## src/rtl/stage_1_fetch_pkg.sv

```systemverilog
// Shared types and constants for the stage-1 fetch unit.
// Fetched words travel with their PC as a single FetchEntry.
package stage_1_fetch_pkg;

    typedef logic [31:0] Data;
    typedef logic [31:0] Addr;
    typedef logic        Bool;

    typedef struct packed {
        Addr pc;
        Data insn;
    } FetchEntry;

    localparam Data NOP_INSN = 32'h0000_0013;
    localparam Addr PC_STEP  = 32'd4;

    function automatic Addr align_pc(input Addr a);
        return {a[31:2], 2'b00};
    endfunction

endpackage

```

## src/rtl/stage_1_fetch_queue.sv

```systemverilog
// Small synchronous FIFO of fetched {pc, insn} entries.
// Flush empties it in one cycle; the caller never pushes when full or pops when empty.
module fetch_queue
    import stage_1_fetch_pkg::*;
#(
    parameter int DEPTH = 2,
    localparam int PTR_W = (DEPTH > 1) ? $clog2(DEPTH) : 1,
    localparam int CNT_W = PTR_W + 1
) (
    input  logic             clk,
    input  logic             rst_n,
    input  logic             push,
    input  FetchEntry        push_data,
    input  logic             pop,
    input  logic             flush,
    output FetchEntry        head,
    output logic [CNT_W-1:0] count
);

    FetchEntry        mem_reg [DEPTH];
    logic [PTR_W-1:0] wr_ptr_reg;
    logic [PTR_W-1:0] rd_ptr_reg;
    logic [CNT_W-1:0] count_reg;
    logic [CNT_W-1:0] count_next;

    assign count_next = count_reg + CNT_W'(push) - CNT_W'(pop);

    // Storage needs no reset: count_reg alone says which slots are meaningful.
    always_ff @(posedge clk) begin
        if (push && !flush) begin
            mem_reg[wr_ptr_reg] <= push_data;
        end
    end

    always_ff @(posedge clk or negedge rst_n) begin
        if (!rst_n) begin
            wr_ptr_reg <= '0;
            rd_ptr_reg <= '0;
            count_reg  <= '0;
        end else if (flush) begin
            wr_ptr_reg <= '0;
            rd_ptr_reg <= '0;
            count_reg  <= '0;
        end else begin
            if (push) wr_ptr_reg <= wr_ptr_reg + 1'b1;
            if (pop)  rd_ptr_reg <= rd_ptr_reg + 1'b1;
            count_reg <= count_next;
        end
    end

    assign head  = mem_reg[rd_ptr_reg];
    assign count = count_reg;

endmodule

```

## src/rtl/stage_1_fetch.sv

```systemverilog
// Pipeline stage 1: owns the PC, issues in-order imem requests under a credit limit,
// buffers responses and hands one registered instruction per cycle to decode.
module stage_1_fetch
    import stage_1_fetch_pkg::*;
#(
    parameter logic [31:0] RESET_PC    = 32'h0000_0000,
    parameter int          QUEUE_DEPTH = 2,
    parameter logic [31:0] NOP_INSN    = stage_1_fetch_pkg::NOP_INSN
) (
    input  logic        clk,
    input  logic        rst_n,
    input  logic        stall_in,
    input  logic        redirect_valid,
    input  logic [31:0] redirect_addr,
    output logic        imem_req,
    output logic [31:0] imem_addr,
    input  logic        imem_ready,
    input  logic        imem_rvalid,
    input  logic [31:0] imem_rdata,
    output logic [31:0] instruction_out,
    output logic [31:0] pc_out,
    output logic        valid_out
);

    localparam int CNT_W = $clog2(QUEUE_DEPTH) + 1;

    Addr              fetch_pc_reg, fetch_pc_next;
    Addr              resp_pc_reg, resp_pc_next;
    logic [CNT_W-1:0] outstanding_reg, outstanding_next;
    logic [CNT_W-1:0] drop_reg, drop_next;
    Data              insn_reg, insn_next;
    Addr              pc_out_reg, pc_out_next;
    logic             valid_reg, valid_next;

    FetchEntry        q_head;
    FetchEntry        q_push_data;
    logic [CNT_W-1:0] q_count;
    logic             q_push, q_pop;
    logic             credit, accept, resp_drop;

    // Outstanding requests and queued words together may never exceed the queue size,
    // so every response is guaranteed a slot.
    assign credit    = ({1'b0, q_count} + {1'b0, outstanding_reg}) < (CNT_W + 1)'(QUEUE_DEPTH);
    assign imem_req  = rst_n && !redirect_valid && credit;
    assign imem_addr = fetch_pc_reg;
    assign accept    = imem_req && imem_ready;

    assign resp_drop   = imem_rvalid && (drop_reg != '0);
    assign q_push      = imem_rvalid && !resp_drop && !redirect_valid;
    assign q_pop       = !redirect_valid && !stall_in && (q_count != '0);
    assign q_push_data = '{pc: resp_pc_reg, insn: imem_rdata};

    fetch_queue #(.DEPTH(QUEUE_DEPTH)) u_queue (
        .clk       (clk),
        .rst_n     (rst_n),
        .push      (q_push),
        .push_data (q_push_data),
        .pop       (q_pop),
        .flush     (redirect_valid),
        .head      (q_head),
        .count     (q_count)
    );

    always_comb begin
        fetch_pc_next    = fetch_pc_reg;
        resp_pc_next     = resp_pc_reg;
        outstanding_next = outstanding_reg + CNT_W'(accept) - CNT_W'(imem_rvalid);
        drop_next        = drop_reg;
        insn_next        = insn_reg;
        pc_out_next      = pc_out_reg;
        valid_next       = valid_reg;

        if (resp_drop) drop_next     = drop_reg - 1'b1;
        if (accept)    fetch_pc_next = fetch_pc_reg + PC_STEP;
        if (q_push)    resp_pc_next  = resp_pc_reg + PC_STEP;

        if (redirect_valid) begin
            // Everything still in flight after this edge belongs to the wrong path.
            fetch_pc_next = align_pc(redirect_addr);
            resp_pc_next  = align_pc(redirect_addr);
            drop_next     = outstanding_reg - CNT_W'(imem_rvalid);
            insn_next     = NOP_INSN;
            valid_next    = 1'b0;
        end else if (!stall_in) begin
            if (q_count != '0) begin
                insn_next   = q_head.insn;
                pc_out_next = q_head.pc;
                valid_next  = 1'b1;
            end else begin
                insn_next  = NOP_INSN;
                valid_next = 1'b0;
            end
        end
    end

    always_ff @(posedge clk or negedge rst_n) begin
        if (!rst_n) begin
            fetch_pc_reg    <= RESET_PC;
            resp_pc_reg     <= RESET_PC;
            outstanding_reg <= '0;
            drop_reg        <= '0;
            insn_reg        <= NOP_INSN;
            pc_out_reg      <= RESET_PC;
            valid_reg       <= 1'b0;
        end else begin
            fetch_pc_reg    <= fetch_pc_next;
            resp_pc_reg     <= resp_pc_next;
            outstanding_reg <= outstanding_next;
            drop_reg        <= drop_next;
            insn_reg        <= insn_next;
            pc_out_reg      <= pc_out_next;
            valid_reg       <= valid_next;
        end
    end

    assign instruction_out = insn_reg;
    assign pc_out          = pc_out_reg;
    assign valid_out       = valid_reg;

endmodule

```

## config.mk

```make
export PLATFORM = sky130hd
export DESIGN_NAME = stage_1_fetch
export DESIGN_NICKNAME = d
export VERILOG_FILES = /design/src/rtl/stage_1_fetch_pkg.sv /design/src/rtl/stage_1_fetch_queue.sv /design/src/rtl/stage_1_fetch.sv
export SDC_FILE = /design/constraint.sdc
export NUM_CORES = 1
export LEC_CHECK = 0
export ABC_AREA = 1
export BUFFER_PORTS_ARGS = -buffer_cell sky130_fd_sc_hd__buf_2
export CORE_ASPECT_RATIO = 0.5
export CORE_MARGIN = 2
export CORE_UTILIZATION = 50
export CTS_CLUSTER_DIAMETER = 200
export DETAILED_ROUTE_END_ITERATION = 8
export GPL_ROUTABILITY_DRIVEN = 1
export PLACE_DENSITY = 0.68
export SLEW_MARGIN = 20
export SYNTH_ARGS = -nofsm -noshare
export SYNTH_HDL_FRONTEND = slang
export SYNTH_SLANG_ARGS = --single-unit
```

## constraint.sdc

```tcl
create_clock -name clk -period 5.85 [get_ports clk]
set_input_delay 1.17 -clock clk [delete_from_list [all_inputs] [get_ports clk]]
set_output_delay 1.17 -clock clk [all_outputs]
set_load 0.01 [all_outputs]
```

Word-level counts from Yosys, hierarchy flattened
Memory sizes are Yosys's and may differ from the RTL's.
Index checks and enable logic that the tools add are counted.
- add/sub/neg operators: 11
- magnitude comparators: 1
- eq/ne operators: 1
- muxes and demuxes: 19
- bitwise gates (word level): 2
- reductions and logical operators: 19
- operator list (cell ; number):
    $mux W32 ; 7
    $add A32 B3 Y32 const B ; 2
    $reduce_bool A2 Y1 ; 6
    $logic_and A1 B1 Y1 ; 9
    $mux W1 ; 9
    $mux W2 ; 3
    $sub A2 B1 Y2 ; 3
    $add A2 B1 Y2 ; 2
    $add A2 B2 Y3 ; 1
    $logic_not A1 Y1 ; 3
    $lt A3 B2 Y1 const B ; 1
    $reduce_and A3 Y1 ; 1
    $add A1 B1 Y1 const B ; 2
    $ne A2 B1 Y1 const B ; 1
    $not A1 Y1 ; 2
    $sub A2 B1 Y2 const B ; 1
- flip-flop bits (word level): 137
- memory bits (writable): 128
- bits of input ports: 70
- output and inout bits: 98
- memories: 1
- memory list (memory ; depth ; width ; read ports ; clocked after memory_dff ; wr ports ; line ; RTL):
    u_queue.mem_reg ; 2 ; 64 ; 1 ; 0 ; 1 ; stage_1_fetch_queue.sv:20 ; FetchEntry mem_reg [DEPTH];

Depth between registers and ports, before layout
- depth in word-level cells: 8
- depth in mapped cells: 11

Cells and area by module
Synthesis repeated with hierarchy kept, for this count alone.
- cells, all modules: 1103
- area total of the unflattened synthesis: 11782.6 µm²
- by module, submodules not included (module ; times used ; cells each ; area each (µm²)):
    stage_1_fetch ; 1 ; 877 ; 6796.5
    fetch_queue ; 1 ; 226 ; 4986.0

Worst setup path after synthesis
Ideal clock, no wire load.
- path type: input-to-reg
- from: in redirect_valid
- to: mem u_queue.mem_reg[0][0] in the netlist's numbering (enable)
- setup time: 0.484 ns
- arrival: 4.341 ns
- required time: 5.366 ns
- path slack: 1.025 ns
- cell stages on the path: 4
- buffers on the path: 1
- cell sequence: buf_6 nor2_4 clkinv_1 nor2_1
- word-level cells in the longest chain between the ends: 5
- RTL lines (item ; line ; RTL):
    start, declared ; stage_1_fetch.sv:13 ; input logic redirect_valid,
    $logic_not A1 Y1 (*) ; stage_1_fetch_queue.sv:30, stage_1_fetch.sv:49 ;
    $logic_and A1 B1 Y1 ; stage_1_fetch.sv:49 ; assign q_push = imem_rvalid && !resp_drop && !redirect_valid;
    $logic_and A1 B1 Y1 (*) ; stage_1_fetch_queue.sv:30 ; if (push && !flush) begin
    $mux W1 (*) ; stage_1_fetch_queue.sv:30 ;
    $mux W1 (not written as such) (*) ; stage_1_fetch_queue.sv:31 ; mem_reg[wr_ptr_reg] <= push_data;
    end, declared ; stage_1_fetch_queue.sv:20 ;
Mark *: on every way between the ends. The rest lies on a longest branch, timed or not.

Worst setup path in the final report
- from: in rst_n
- to: out imem_req
- word-level cells in the longest chain between the ends: 2
- RTL lines (item ; line ; RTL):
    start, declared ; stage_1_fetch.sv:11 ; input logic rst_n,
    $logic_and A1 B1 Y1 (2 in series) ; stage_1_fetch.sv:44 ; assign imem_req = rst_n && !redirect_valid && credit;
    end, declared ; stage_1_fetch.sv:15 ; output logic imem_req,
No other way between the ends.

==> metrics.txt <==
status finished, final reports clean; share of cells above drive strength 1 18.2%; placed wire-length estimate 18700 microns; RSZ-0062 raised after global routing false; commonest cells after routing, fill and taps aside nand2_1, buf_2, dfrtp_1; worst hold margin 0.480 ns; Max-Cap Viols 0; routability congestion estimate from global placement 0.860; gr ovfl total 0; critical path cell sequence buf_6 -> nand3_1 -> inv_1 -> buf_2; Post-CTS Setup Inserts 0; Min Clock Period, post-route 3.43 ns; Avg Synthesized Cell Area 9.98 sq um; post-route setup TNS 0 ns; compound-cell area share of the yosys netlist 7.23%; CORE AREA ~22000 sq um; PortBufs 161; top-level I/O count 168; Fin Clk Skew 0.00984 ns; FF-to-FF End u_queue.mem_reg[1][22]; Layout area overhead 16.0%; Die Area 23800 sq um; Initial Util 51.5%; Root Buffer clkbuf_16; main flop type after synthesis dfrtp_1; final setup fails 0; Worst Path Arrival 2.26 ns; CP endpoint imem_req; Static Leak 5.57 nW; CTS buffer count 23; Max Buffers Root-to-Sink 3; Synth Area in Simple Gates 20.5%; clk slew on worst S/H paths ~0.07 ns; HP Class register to register; critical path endpoint category output port; Final Max Slew Viols 0; wire length of the first global-routing pass approximately 44000 microns; Layout Cells excl Fill 1602; Routed Wire Length 27700 microns; die height 110 microns; largest net degree at the start of global routing 90; vias in the first global route about 8300; worst-margin pin slew around 1 ns; CTS hold repair buffers 0; register area share after synthesis 62.1%; vias post-DR 8542; YS warnings 0; CP Max Fanout 89; Std-Cell Rows 38; Worst IR Drop VDD 0.000194 V; gr usage total between 20% and 30%; Clk Latency, worst-skew pair 0.53 ns; R2R depth 7; Adder-Cell Fraction of Synth Area ~1.1%; largest family of logic cells by synthesized area simple AND/OR/NAND/NOR gates; number of gates resized after cts 0; max reg flops 124; Placed Area about 12000 sq um; Rel. slew slack 32.0%; Pwr Density around 380 nW/um^2; crit path launch rst_n; initial antenna violation count 0; Routed Antenna Nets 0; total clock sinks about 260; critical path class primary input to output port; Post-synth EDFFs between 100 and 150; Synth async-reset ratio ~50%; crit-path max cell delay 0.63 ns; Post-Syn Instances 1130; critical path's slowest cell buf_6; Synth Cell Area 11300 sq um; Power, Total 4.92 mW; fin crit share 58.5%; post-synthesis mux area share 2.57%; Placed Cells 1561; Worst R2R Setup Slack approximately 2.8 ns; CP startpoint kind primary input; final hold violation count 0; WL/cell 17.3 microns; First DRT Iteration DRCs 548; most common cell after layout, fill and taps aside nand2_1; XOR/XNOR share of the synthesized area 1.55%; H-tree levels 1; FF-to-FF Start drop_reg[0]; FMAX 0.292 GHz; DRT Pass-1 Iters 7; Req. time, crit path 4.68 ns; DR DRC count 0; #FFs+latches synth 255; final instance area around 13000 sq um; antenna cells 0; nets 1365; CTS tree done; die span in x 216 microns; Yosys cell types 41; FILL cells 1908; drt via density 5.33
[metal layers]
metal	global-route usage (%)	part of all wire [%]	vias up	routed length (microns)
met4	6.16	2.2	0	596
met3	4.01	5.2	47	1440
met1	33.7	47	4172	12900
met5	0	0	-	0
li1	-	-	4088	-
met2	39.6	46	235	12700
[kinds of logic (layout without fill, tap and decap cells)]
family	Yosys count	after routing
flip-flops	255	255
multiplexers	29	29
AND/OR/NAND/NOR	548	548
XOR/XNOR	20	20
other	1	4
buffers and inverters	130	299
AO/OA/AOI/OAI	138	138
adder cells (fa/ha/maj)	9	9
[layout make-up]
type	count	area, sq um	share of cell area, %
clock inverters	14	149	1.14
flip-flops and latches	255	7010	53.6
repair buffers	169	872	6.67
clock buffers	27	591	4.52
inverters	89	334	2.55
multi-input cells	748	3750	28.7
well taps	300	375	2.87
[through the flow]
stage / setup slack [ns] / util, %
floorplan: 1.03 / -
global placement: 2.05 / 56.4
detailed placement: 2.01 / 56.4
CTS: 2.36 / 59.8
global route: 2.26 / 59.8
finish: 2.42 / 59.8
[synthesized netlist by cell type (11+ instances only)]
master | number | area share, %
a21oi_1 | 15 | 0.67
dfrtp_1 | 128 | 28
o21ai_0 | 54 | 2.4
clkbuf_1 | 17 | 0.57
xor2_1 | 14 | 1.1
mux2i_1 | 29 | 2.6
nor2_1 | 113 | 3.8
edfxtp_1 | 124 | 33
buf_2 | 13 | 0.58
nand3_1 | 73 | 3.2
nand2_1 | 321 | 11
a31oi_1 | 37 | 2.1
o211ai_1 | 11 | 0.73
inv_1 | 84 | 2.8
[report_power, final]
group	internal [mW]	switching, mW	leakage (nW)
Combinational	0.374	0.610	2.46
Sequential	2.18	0.234	2.75
Clock	0.858	0.660	0.361
[worst max-delay path: cells and delay by family]
family | cells | cell delay [ns]
buffers and inverters | 3 | 0.83
AND/OR/NAND/NOR | 1 | 0.19
[worst min-delay path by stage]
stage                        start                      to  cells past startpoint
2_1_floorplan      resp_pc_reg[30]  u_queue.mem_reg[0][62]                      0
3_3_place_gp    instruction_out[2]      instruction_out[2]                      2
3_5_place_dp   instruction_out[23]     instruction_out[23]                      2
4_1_cts        instruction_out[23]     instruction_out[23]                      2
5_1_grt        instruction_out[30]     instruction_out[30]                      2
6_report        instruction_out[2]      instruction_out[2]                      2
Note: power is estimated with default switching activity, not from simulation.
